--- config.mk ---
export PLATFORM = sky130hd
export DESIGN_NAME = fetch_stage
export DESIGN_NICKNAME = d
export VERILOG_FILES = /design/src/rtl/fetch_stage.sv
export SDC_FILE = /design/constraint.sdc
export NUM_CORES = 1
export LEC_CHECK = 0
export ABC_CLOCK_PERIOD_IN_PS = 7200
export BUFFER_PORTS_ARGS = -buffer_cell sky130_fd_sc_hd__buf_2
export CAP_MARGIN = 5
export CORE_MARGIN = 2
export CORE_UTILIZATION = 48
export DETAILED_ROUTE_END_ITERATION = 8
export GPL_TIMING_DRIVEN = 0
export PLACE_DENSITY_LB_ADDON = 0.2
export SYNTH_ARGS = -nofsm -noshare
export SYNTH_HDL_FRONTEND = slang
export SYNTH_SLANG_ARGS = --single-unit
--- constraint.sdc ---
create_clock -name clk -period 7.2 [get_ports clk]
set_clock_uncertainty 0.05 [all_clocks]
set_input_delay 1.08 -clock clk [delete_from_list [all_inputs] [get_ports clk]]
set_output_delay 1.08 -clock clk [all_outputs]
set_load 0.005 [all_outputs]
--- src/rtl/fetch_stage.sv ---
// Instruction-fetch front end: owns the PC, buffers fetched words with their PC, hands them to decode.
// Optional FETCH_JAL_PREDICT_EN: follow JAL targets at fetch time instead of pc + 4.
module fetch_stage #(
    parameter logic [31:0] RESET_PC   = 32'h0000_0000,
    parameter int          FIFO_DEPTH = 2,
    parameter logic [31:0] NOP_INSTR  = 32'h0000_0013
) (
    input  logic                          clk,
    input  logic                          reset,
    output logic [31:0]                   imem_addr,
    input  logic [31:0]                   imem_rdata,
    input  logic                          redirect_valid,
    input  logic [31:0]                   redirect_pc,
    input  logic                          id_ready,
    output logic                          if_valid,
    output logic [31:0]                   if_instr,
    output logic [31:0]                   if_pc,
    output logic [$clog2(FIFO_DEPTH):0]   fetch_occupancy,
    output logic                          misalign_err
);
    localparam int            PW        = $clog2(FIFO_DEPTH);
    localparam logic [PW:0]   DEPTH_CNT = (PW+1)'(FIFO_DEPTH);
    localparam logic [0:0]    S_RUN     = 1'b0;
    localparam logic [0:0]    S_FLUSH   = 1'b1;

    logic [31:0]   r_pc;
    logic [PW-1:0] r_head;
    logic [PW-1:0] r_tail;
    logic [PW:0]   r_count;
    logic [0:0]    r_state;
    logic          r_misalign;
    logic [31:0]   r_instr_q [FIFO_DEPTH];
    logic [31:0]   r_pc_q    [FIFO_DEPTH];

    logic          w_full;
    logic          w_empty;
    logic          w_push;
    logic          w_pop;
    logic [31:0]   w_next_pc;

    assign w_full  = (r_count == DEPTH_CNT);
    assign w_empty = (r_count == '0);
    // A full buffer blocks the push even when a pop frees a slot this cycle.
    assign w_push  = !w_full && !redirect_valid && (r_state == S_RUN);
    // A redirect flushes the buffer, so a concurrent pop has no effect.
    assign w_pop   = !w_empty && id_ready && !redirect_valid;

`ifdef FETCH_JAL_PREDICT_EN
    logic [31:0] w_jal_imm;
    assign w_jal_imm = {{11{imem_rdata[31]}}, imem_rdata[31], imem_rdata[19:12],
                        imem_rdata[20], imem_rdata[30:21], 1'b0};
    assign w_next_pc = (imem_rdata[6:0] == 7'b1101111) ? r_pc + w_jal_imm : r_pc + 32'd4;
`else
    assign w_next_pc = r_pc + 32'd4;
`endif

    assign imem_addr       = r_pc;
    assign if_valid        = !w_empty;
    assign if_instr        = w_empty ? NOP_INSTR : r_instr_q[r_head];
    assign if_pc           = w_empty ? 32'h0 : r_pc_q[r_head];
    assign fetch_occupancy = r_count;
    assign misalign_err    = r_misalign;

    always_ff @(posedge clk or negedge reset) begin
        if (!reset) begin
            r_pc       <= RESET_PC;
            r_head     <= '0;
            r_tail     <= '0;
            r_count    <= '0;
            r_state    <= S_RUN;
            r_misalign <= 1'b0;
        end else begin
            r_misalign <= redirect_valid && (redirect_pc[1:0] != 2'b00);
            if (redirect_valid) begin
                r_pc    <= {redirect_pc[31:2], 2'b00};
                r_head  <= '0;
                r_tail  <= '0;
                r_count <= '0;
                r_state <= S_FLUSH;
            end else begin
                r_state <= S_RUN;
                if (w_push) begin
                    r_pc   <= w_next_pc;
                    r_tail <= r_tail + 1'b1;
                end
                if (w_pop)
                    r_head <= r_head + 1'b1;
                case ({w_push, w_pop})
                    2'b10:   r_count <= r_count + 1'b1;
                    2'b01:   r_count <= r_count - 1'b1;
                    default: r_count <= r_count;
                endcase
            end
        end
    end

    // Payload storage needs no reset; occupancy gates every read.
    always_ff @(posedge clk) begin
        if (w_push) begin
            r_instr_q[r_tail] <= imem_rdata;
            r_pc_q[r_tail]    <= r_pc;
        end
    end
endmodule

==> impl_metrics.json, run 1 <==
{
  "io_buffers": 163,
  "period_needed_ns": 3.66,
  "yosys.area_share.simple": 0.128,
  "hold_class": "flop to flop",
  "die_x_um": 123,
  "hold_buffers": 0,
  "async_flop_share": 0.225,
  "synth_top_family_by_area": "simple AND/OR/NAND/NOR gates",
  "grt_pass1_wl_mm": 22.9,
  "design_area_mm2": 0.00858,
  "slowest_stage": "clkbuf_1",
  "core_mm2": 0.0138,
  "finalHoldWorstSlack_ns": 0.512,
  "max_stage_delay_ns": 0.49,
  "fin_crit_sh": 0.508,
  "gr-total-overflow": 0,
  "cts-root-buf": "clkbuf_16",
  "antenna_found_initial": 0,
  "ir_drop_mv": 0.138,
  "status": "finished, final reports clean",
  "wire_per_inst_um": 16.9,
  "drt_iter0_drc": 306,
  "synth_compound_area_frac": 0.0283,
  "synth-seq-cells": 160,
  "crit_top_cell": "nor2_1",
  "met2_usage": 0.334,
  "synth_edf_count": 124,
  "grt_pass1_vias": 4475,
  "end_kind": "output port",
  "ys.flop_type": "edfxtp_1",
  "dieArea_mm2": 0.0151,
  "drive_above_1_share": 0.317,
  "dr_total_vias": 4562,
  "busiest_layer": "met2",
  "grt_use_met1": 0.264,
  "slew_violations": 0,
  "reg2reg_slack_ns": 4.85,
  "fin_ws_ns": 3.54,
  "wl_mm": 14.9,
  "crit_arrival_ns": 2.53,
  "netlist_area_mm2": 0.00676,
  "postCtsSetupBuffers": 0,
  "clock_latency_ns": 0.42,
  "max_freq_ghz": 0.273,
  "grtUsageMet3": 0.0516,
  "slew-limit-headroom": 0.370,
  "instances_no_fill": 883,
  "critical_path_required_ns": 6.07,
  "nets": 759,
  "place.gp.congestion": 0.798,
  "setup_viol": 0,
  "p_leak_nw": 3.38,
  "power_density_mw_per_mm2": 262,
  "fin_util": 0.621,
  "via_per_inst": 5.17,
  "grt_max_degree": 37,
  "ys_warn_count": 0,
  "cp-startpoint": "fetch_occupancy[1]",
  "tightest_slew_ns": 0.942,
  "ant_nets": 0,
  "worstPathCellList": "nor2_1 > clkbuf_1 > buf_1 > nor2_1 > buf_2",
  "synth_mux_area_frac": 0.0979,
  "cts_resized": 0,
  "start_util": 0.489,
  "synth.yosys.seq_area_share": 0.684,
  "syn2layout_area_growth_pct": 26.9,
  "syn_avg_cell_area_um2": 13.6,
  "drt-pass1-iter-count": 4,
  "path_clk_slew_ns": 0.06,
  "synth-xor-area-share": 0.0350,
  "ys_types": 39,
  "dpl_cell_area_mm2": 0.00798,
  "critPathLaunchType": "flop",
  "clkSinkCount": 160,
  "rsz0062_at_grt": "false",
  "yosys.area_share.adder": 0.00185,
  "hp-start": "imem_addr[31]",
  "dp_slack_ns": 3.73,
  "cts_buffers": 17,
  "finalHoldViolations": 0,
  "cts_buffer_depth": 2,
  "r2r_start": "r_state",
  "synthCells": 496,
  "h-tree-depth": 4,
  "drc": 0,
  "rows": 43,
  "worst-path-max-fanout": 10,
  "tns_ns": 0,
  "hpwl_mm": 10.5,
  "power.total_mw": 2.25,
  "grtUsageTotal": 0.203,
  "cap_violations": 0,
  "numPlacedInstances": 851,
  "ios": 168,
  "cts_tree": "done",
  "antenna_cells": 0,
  "die_h_um": 123,
  "crit_type": "flop to output port"
}
-- kinds of logic (layout without fill, tap and decap cells) --
| logic type | Yosys count | count (layout) |
|---|---|---|
| compound gates | 34 | 34 |
| xor+xnor | 27 | 27 |
| fa+ha+maj | 1 | 1 |
| other cells | 1 | 4 |
| buf+inv | 35 | 239 |
| mux | 66 | 66 |
| simple gates | 172 | 172 |
| flops | 160 | 160 |
-- final timing paths --
check	depth (start not counted)	endpoint
setup / recovery	5	if_pc[21]
max in group asynchronous	1	fetch_occupancy[1]
min in group asynchronous	1	imem_addr[24]
setup reg to reg	4	r_instr_q[1][3]
hold reg to reg	0	r_pc_q[1][31]
hold / removal	0	r_pc_q[1][31]
-- cells in the final DEF (no fill, tap or decap), types with 9 or more instances in the layout --
| cell type | n |
|---|---|
| buf_2 | 165 |
| clkbuf_1 | 19 |
| clkbuf_16 | 17 |
| dfrtp_1 | 36 |
| edfxtp_1 | 124 |
| mux2i_1 | 65 |
| nand2_1 | 46 |
| nor2_1 | 71 |
| nor3_1 | 9 |
| o21ai_0 | 18 |
| xnor2_1 | 17 |
| xor2_1 | 10 |
-- layout make-up --
class                   instances  area [um^2]
plain buffers                  32          156
fillers                      1087         5240
repair buffers                172          945
clock inverters                 9          131
multi-input cells             304         2010
inverters                       3         11.3
well taps                     180          225
flip-flops and latches        160         4620
clock buffers                  23          478
-- cells in the mapped netlist, types with 5 or more instances --
| cell type | instances | share of area |
|---|---|---|
| o21ai_0 | 18 | 0.013 |
| edfxtp_1 | 124 | 0.55 |
| buf_4 | 5 | 0.0055 |
| buf_1 | 7 | 0.0039 |
| o21ai_1 | 7 | 0.0052 |
| nor3_1 | 9 | 0.0067 |
| mux2i_1 | 65 | 0.096 |
| clkbuf_1 | 16 | 0.0089 |
| xor2_1 | 10 | 0.013 |
| nand4_1 | 6 | 0.0055 |
| nand2_1 | 46 | 0.026 |
| nor2_1 | 71 | 0.039 |
| nand3_1 | 8 | 0.0059 |
| nor4_2 | 5 | 0.0092 |
| xnor2_1 | 17 | 0.022 |
| dfrtp_1 | 36 | 0.13 |
-- flip-flops by register name, summed over array words and instances (netlist names) --
signal / flops
fetch_occupancy: 2
imem_addr: 30
misalign_err: 1
r_head: 1
r_instr_q: 64
r_pc_q: 60
r_state: 1
r_tail: 1
-- power by group --
part	internal [mW]	switching (mW)
combinational	0.107	0.131
clock	0.572	0.339
sequential	1.06	0.0415
total	1.74	0.511
-- worst max-delay path, delay by kind of cell (launching register included) --
kind	cells	cell delay, ns
buf+inv	3	1.09
simple gates	2	0.61
flops	1	0.42
-- layer usage --
layer | share of wire | vias up
li1 | - | 2172
met1 | 0.44 | 2227
met2 | 0.49 | 145
met3 | 0.059 | 18
met4 | 0.013 | 0
met5 | 0 | -
Power figures use the tool's default switching activity.
==> inputs of run 2 (changes only) <==
Settings changed: ABC_CLOCK_PERIOD_IN_PS 7200 to 3400, CORE_UTILIZATION 48 to 53.
Clock period 7.2 ns to 3.4 ns, I/O delays scaled along.
==> run 2 against run 1 <==
Non-clock buffer count unchanged. Sequential share of layout area about the same. Core utilization up 6.6 points.
==> impl_metrics.json, run 2 (synthesis results as in run 1) <==
{
  "status": "finished, final reports clean",
  "critical_path_required_ns": 2.84,
  "crit_top_cell": "nor2_1",
  "drt_iter0_drc": 228,
  "tightest_slew_ns": 0.997,
  "final_cell_mix": "buf_2 (165), edfxtp_1 (124), nor2_1 (71), mux2i_1 (65), nand2_1 (46)",
  "die_h_um": 117,
  "io_buffers": 163,
  "worst-path-max-fanout": 10,
  "critPathLaunchType": "flop",
  "crit_arrival_ns": 2.40,
  "nets": 759,
  "crit_type": "flop to output port",
  "slowest_stage": "nor2_1",
  "place.gp.congestion": 0.843,
  "ios": 168,
  "fin_ws_ns": 0.442,
  "max_stage_delay_ns": 0.47,
  "period_needed_ns": 2.96,
  "worstPathCellList": "nor2_1 > clkbuf_1 > buf_1 > nor2_1 > buf_2",
  "hold_class": "input pin to async pin",
  "drive_above_1_share": 0.316,
  "grt_max_degree": 37,
  "clkSinkCount": 160,
  "tns_ns": 0,
  "setup_viol": 0,
  "cts_tree": "done",
  "hpwl_mm": 10.5,
  "start_util": 0.540,
  "via_per_inst": 5.26,
  "end_kind": "output port",
  "cap_violations": 0,
  "cts_resized": 0,
  "cts_buffer_depth": 2,
  "dr_total_vias": 4599,
  "finalHoldViolations": 0,
  "wire_per_inst_um": 16.9,
  "drc": 0,
  "postCtsSetupBuffers": 0,
  "rows": 41,
  "grt_pass1_wl_mm": 22.3,
  "largest_reg_flops": 64,
  "grtUsageTotal": 0.220,
  "crit_buf_inv": 3,
  "die_x_um": 117,
  "syn2layout_area_growth_pct": 27.0,
  "fin_crit_sh": 0.870,
  "p_leak_nw": 3.39,
  "clock_latency_ns": 0.42,
  "path_clk_slew_ns": 0.06,
  "antenna_found_initial": 0,
  "antenna_cells": 0,
  "final_common_cell": "buf_2",
  "max_flop_register": "r_instr_q",
  "core_mm2": 0.0125,
  "rsz0062_at_grt": "false",
  "cts_buffers": 17,
  "cp_top_family": "buffers and inverters",
  "dp_slack_ns": 0.641,
  "wl_mm": 14.8,
  "grt_pass1_vias": 4437,
  "slew-limit-headroom": 0.330,
  "cts-root-buf": "clkbuf_16",
  "max_freq_ghz": 0.338,
  "drt-pass1-iter-count": 5,
  "ant_nets": 0,
  "gr-total-overflow": 0,
  "slew_violations": 0,
  "hold_buffers": 0,
  "h-tree-depth": 4,
  "dieArea_mm2": 0.0137,
  "power_density_mw_per_mm2": 563,
  "ir_drop_mv": 0.322
}
[run 2: cell types whose count changed in the layout (fill, tap and decap cells not counted), sizes merged]
cell    before  now
clkinv       3    4
bufinv       3    5
clkbuf      39   36
[run 2: worst reg2reg max path: stages (launching register included)]
cell     delay [ns]
dfrtp_1        0.42
nor2b_1        0.14
buf_2          0.19
nor4_4         0.90
buf_6          0.29
buf_8          0.19
[run 2: final timing paths]
check,startpoint,end,slack (ns),cells past startpoint
setup / recovery,fetch_occupancy[1],if_pc[26],0.44,5
hold / removal,reset,misalign_err,0.15,1
setup reg to reg,fetch_occupancy[1],r_instr_q[0][8],0.91,5
max in group asynchronous,reset,imem_addr[3],2.60,1
min in group clk,redirect_valid,r_state,0.18,1
hold reg to reg,imem_addr[12],r_pc_q[1][12],0.48,0
[run 2: metrics by stage]
stage               instances  total power [mW]  hold WS [ns]  instance area (um^2)   util
finish                    875              4.84         0.152                  8590  0.686
global route              875              5.03         0.159                  8590  0.686
CTS                       875              4.87         0.163                  8590  0.686
detailed placement        843              2.87         0.471                  7970  0.636
global placement          834              2.83         0.465                  7840  0.626
floorplan                 499              2.61         0.164                  6810      -
[run 2: where the power goes]
group	switching (mW)	total (mW)	internal, mW	leakage, nW
Clock	0.717	2.01	1.29	0.295
Sequential	0.0854	2.32	2.24	1.58
Combinational	0.278	0.505	0.227	1.52
Total	1.08	4.84	3.76	3.39
[run 2: layout make-up]
class / count / area, um^2
clock inverters: 12 / 190
well taps: 172 / 215
flip-flops and latches: 160 / 4620
multi-input cells: 304 / 2010
plain buffers: 32 / 158
fillers: 943 / 3930
inverters: 3 / 11.3
repair buffers: 172 / 943
clock buffers: 20 / 437
[run 2: layer usage]
layer  vias to the layer above  part of all wire  track usage
met2                       160              0.50        0.373
met1                      2250              0.42        0.278
met3                        20             0.063       0.0556
met5                         -                 0            0
met4                         0             0.016       0.0792
li1                       2169                 -            -
==> inputs of run 3 (changes only) <==
Settings changed: CTS_BUF_LIST set to sky130_fd_sc_hd__clkbuf_16, SETUP_SLACK_MARGIN set to 0.4.
==> run 3 against run 2 <==
Sequential power is essentially flat. Final cell count is the same. Die area is the same. Maximum frequency grew 6.0%. Count of clock-buffer cells in the layout shrank 3. Hold slack lost 0.0012 ns. Clock power shrank 13%. Critical endpoint is now if_instr[1].
==> impl_metrics.json, run 3 (synthesis results as in run 1) <==
{
  "postCtsSetupBuffers": 0,
  "fin_crit_sh": 0.821,
  "place.gp.congestion": 0.859,
  "cts-root-buf": "clkbuf_16",
  "r2r_start": "fetch_occupancy[1]",
  "power.total_mw": 4.57,
  "rows": 41,
  "hpwl_mm": 10.3,
  "slew-limit-headroom": 0.432,
  "grt_pass1_wl_mm": 22.0,
  "h-tree-depth": 4,
  "p_leak_nw": 3.39,
  "wire_per_inst_um": 16.5,
  "die_x_um": 117,
  "gr-total-overflow": 0,
  "antenna_found_initial": 0,
  "critPathLaunchType": "flop",
  "tightest_slew_ns": 0.852,
  "final_cell_mix": "buf_2 (164), edfxtp_1 (124), nor2_1 (70), mux2i_1 (65), nand2_1 (46)",
  "period_needed_ns": 2.79,
  "drt-pass1-iter-count": 4,
  "cp-startpoint": "r_head",
  "slew_violations": 0,
  "dieArea_mm2": 0.0137,
  "syn2layout_area_growth_pct": 26.1,
  "cts_buffers": 17,
  "hold_buffers": 0,
  "finalHoldViolations": 0,
  "antenna_cells": 0,
  "nets": 759,
  "grt_pass1_vias": 4421,
  "max_freq_ghz": 0.358,
  "hold_class": "input pin to async pin",
  "final_common_cell": "buf_2",
  "power_density_mw_per_mm2": 536,
  "drt_iter0_drc": 350,
  "critical_path_required_ns": 2.84,
  "numPlacedInstances": 843,
  "grt_max_degree": 37,
  "ant_nets": 0,
  "drive_above_1_share": 0.329,
  "fin_util": 0.681,
  "crit_arrival_ns": 2.23,
  "ir_drop_mv": 0.368,
  "reg2reg_slack_ns": 1.04,
  "status": "finished, final reports clean",
  "grtUsageTotal": 0.216,
  "cap_violations": 0,
  "crit_type": "flop to output port",
  "clock_latency_ns": 0.41,
  "cts_resized": 1,
  "max_flop_register": "r_instr_q",
  "cts_buffer_depth": 2,
  "end_kind": "output port",
  "instances_no_fill": 875,
  "worst-path-max-fanout": 10,
  "via_per_inst": 5.17,
  "io_buffers": 163,
  "core_mm2": 0.0125,
  "dr_total_vias": 4527,
  "path_clk_slew_ns": 0.06,
  "cts_tree": "done",
  "setup_viol": 0,
  "rsz0062_at_grt": "true",
  "die_h_um": 117,
  "drc": 0,
  "wl_mm": 14.4,
  "fillers": 944,
  "clkSinkCount": 160,
  "largest_reg_flops": 64,
  "start_util": 0.540,
  "ios": 168
}
[run 3: cell count changes in the layout (fill, tap and decap cells not counted), moves of 2 or more]
cell | previous run | this run
clkinv_2 | 2 | 5
inv_6 | 0 | 2
buf_8 | 7 | 4
clkbuf_1 | 18 | 12
bufinv_16 | 5 | 1
buf_6 | 4 | 7
clkinv_1 | 2 | 0
buf_1 | 7 | 5
inv_1 | 3 | 5
clkinv_4 | 0 | 3
clkbuf_2 | 1 | 4
clkbuf_8 | 0 | 2
[run 3: layout make-up]
class                   count  area (um^2)  share of cell area
plain buffers              32          184              0.0216
clock buffers              17          425              0.0499
clock inverters            15          121              0.0142
inverters                   3         11.3             0.00132
multi-input cells         304         2020               0.236
flip-flops and latches    160         4620               0.542
well taps                 172          215              0.0252
repair buffers            172          932               0.109
[run 3: power breakdown]
part | switching (mW) | total [mW] | leakage [nW] | internal (mW)
logic | 0.273 | 0.502 | 1.54 | 0.229
clock network | 0.749 | 1.75 | 0.276 | 1.00
registers | 0.0858 | 2.32 | 1.58 | 2.24
[run 3: worst paths after layout]
path	end	depth (start not counted)
hold reg to reg	r_pc_q[0][31]	0
setup reg to reg	r_instr_q[1][31]	5
max in group asynchronous	fetch_occupancy[0]	1
hold / removal	misalign_err	1
setup / recovery	if_instr[1]	5
min in group clk	r_state	1
[run 3: critical path, cell delays in order (launching register included)]
cell and delay [ns]:
dfrtp_1 0.32, clkbuf_1 0.42, buf_1 0.61, mux2i_1 0.26, nand2_1 0.07, buf_2 0.13
[run 3: through the flow]
step / setup TNS [ns] / worst slack [ns] / cell area (um^2) / hold WS, ns
6_report: 0 / 0.610 / 8530 / 0.151
5_1_grt: 0 / 0.395 / 8530 / 0.192
4_1_cts: 0 / 0.423 / 8520 / 0.180
3_5_place_dp: 0 / 0.835 / 7980 / 0.475
3_3_place_gp: -135.64 / -1.12 / 7860 / 0.458
2_1_floorplan: 0 / 0.0898 / 6830 / 0.164
[run 3: layer usage]
| layer | part of all wire | global-route usage | vias up |
|---|---|---|---|
| li1 | - | - | 2171 |
| met1 | 0.43 | 0.289 | 2181 |
| met2 | 0.49 | 0.350 | 156 |
| met3 | 0.063 | 0.0499 | 19 |
| met4 | 0.015 | 0.0769 | 0 |
| met5 | 0 | 0 | - |
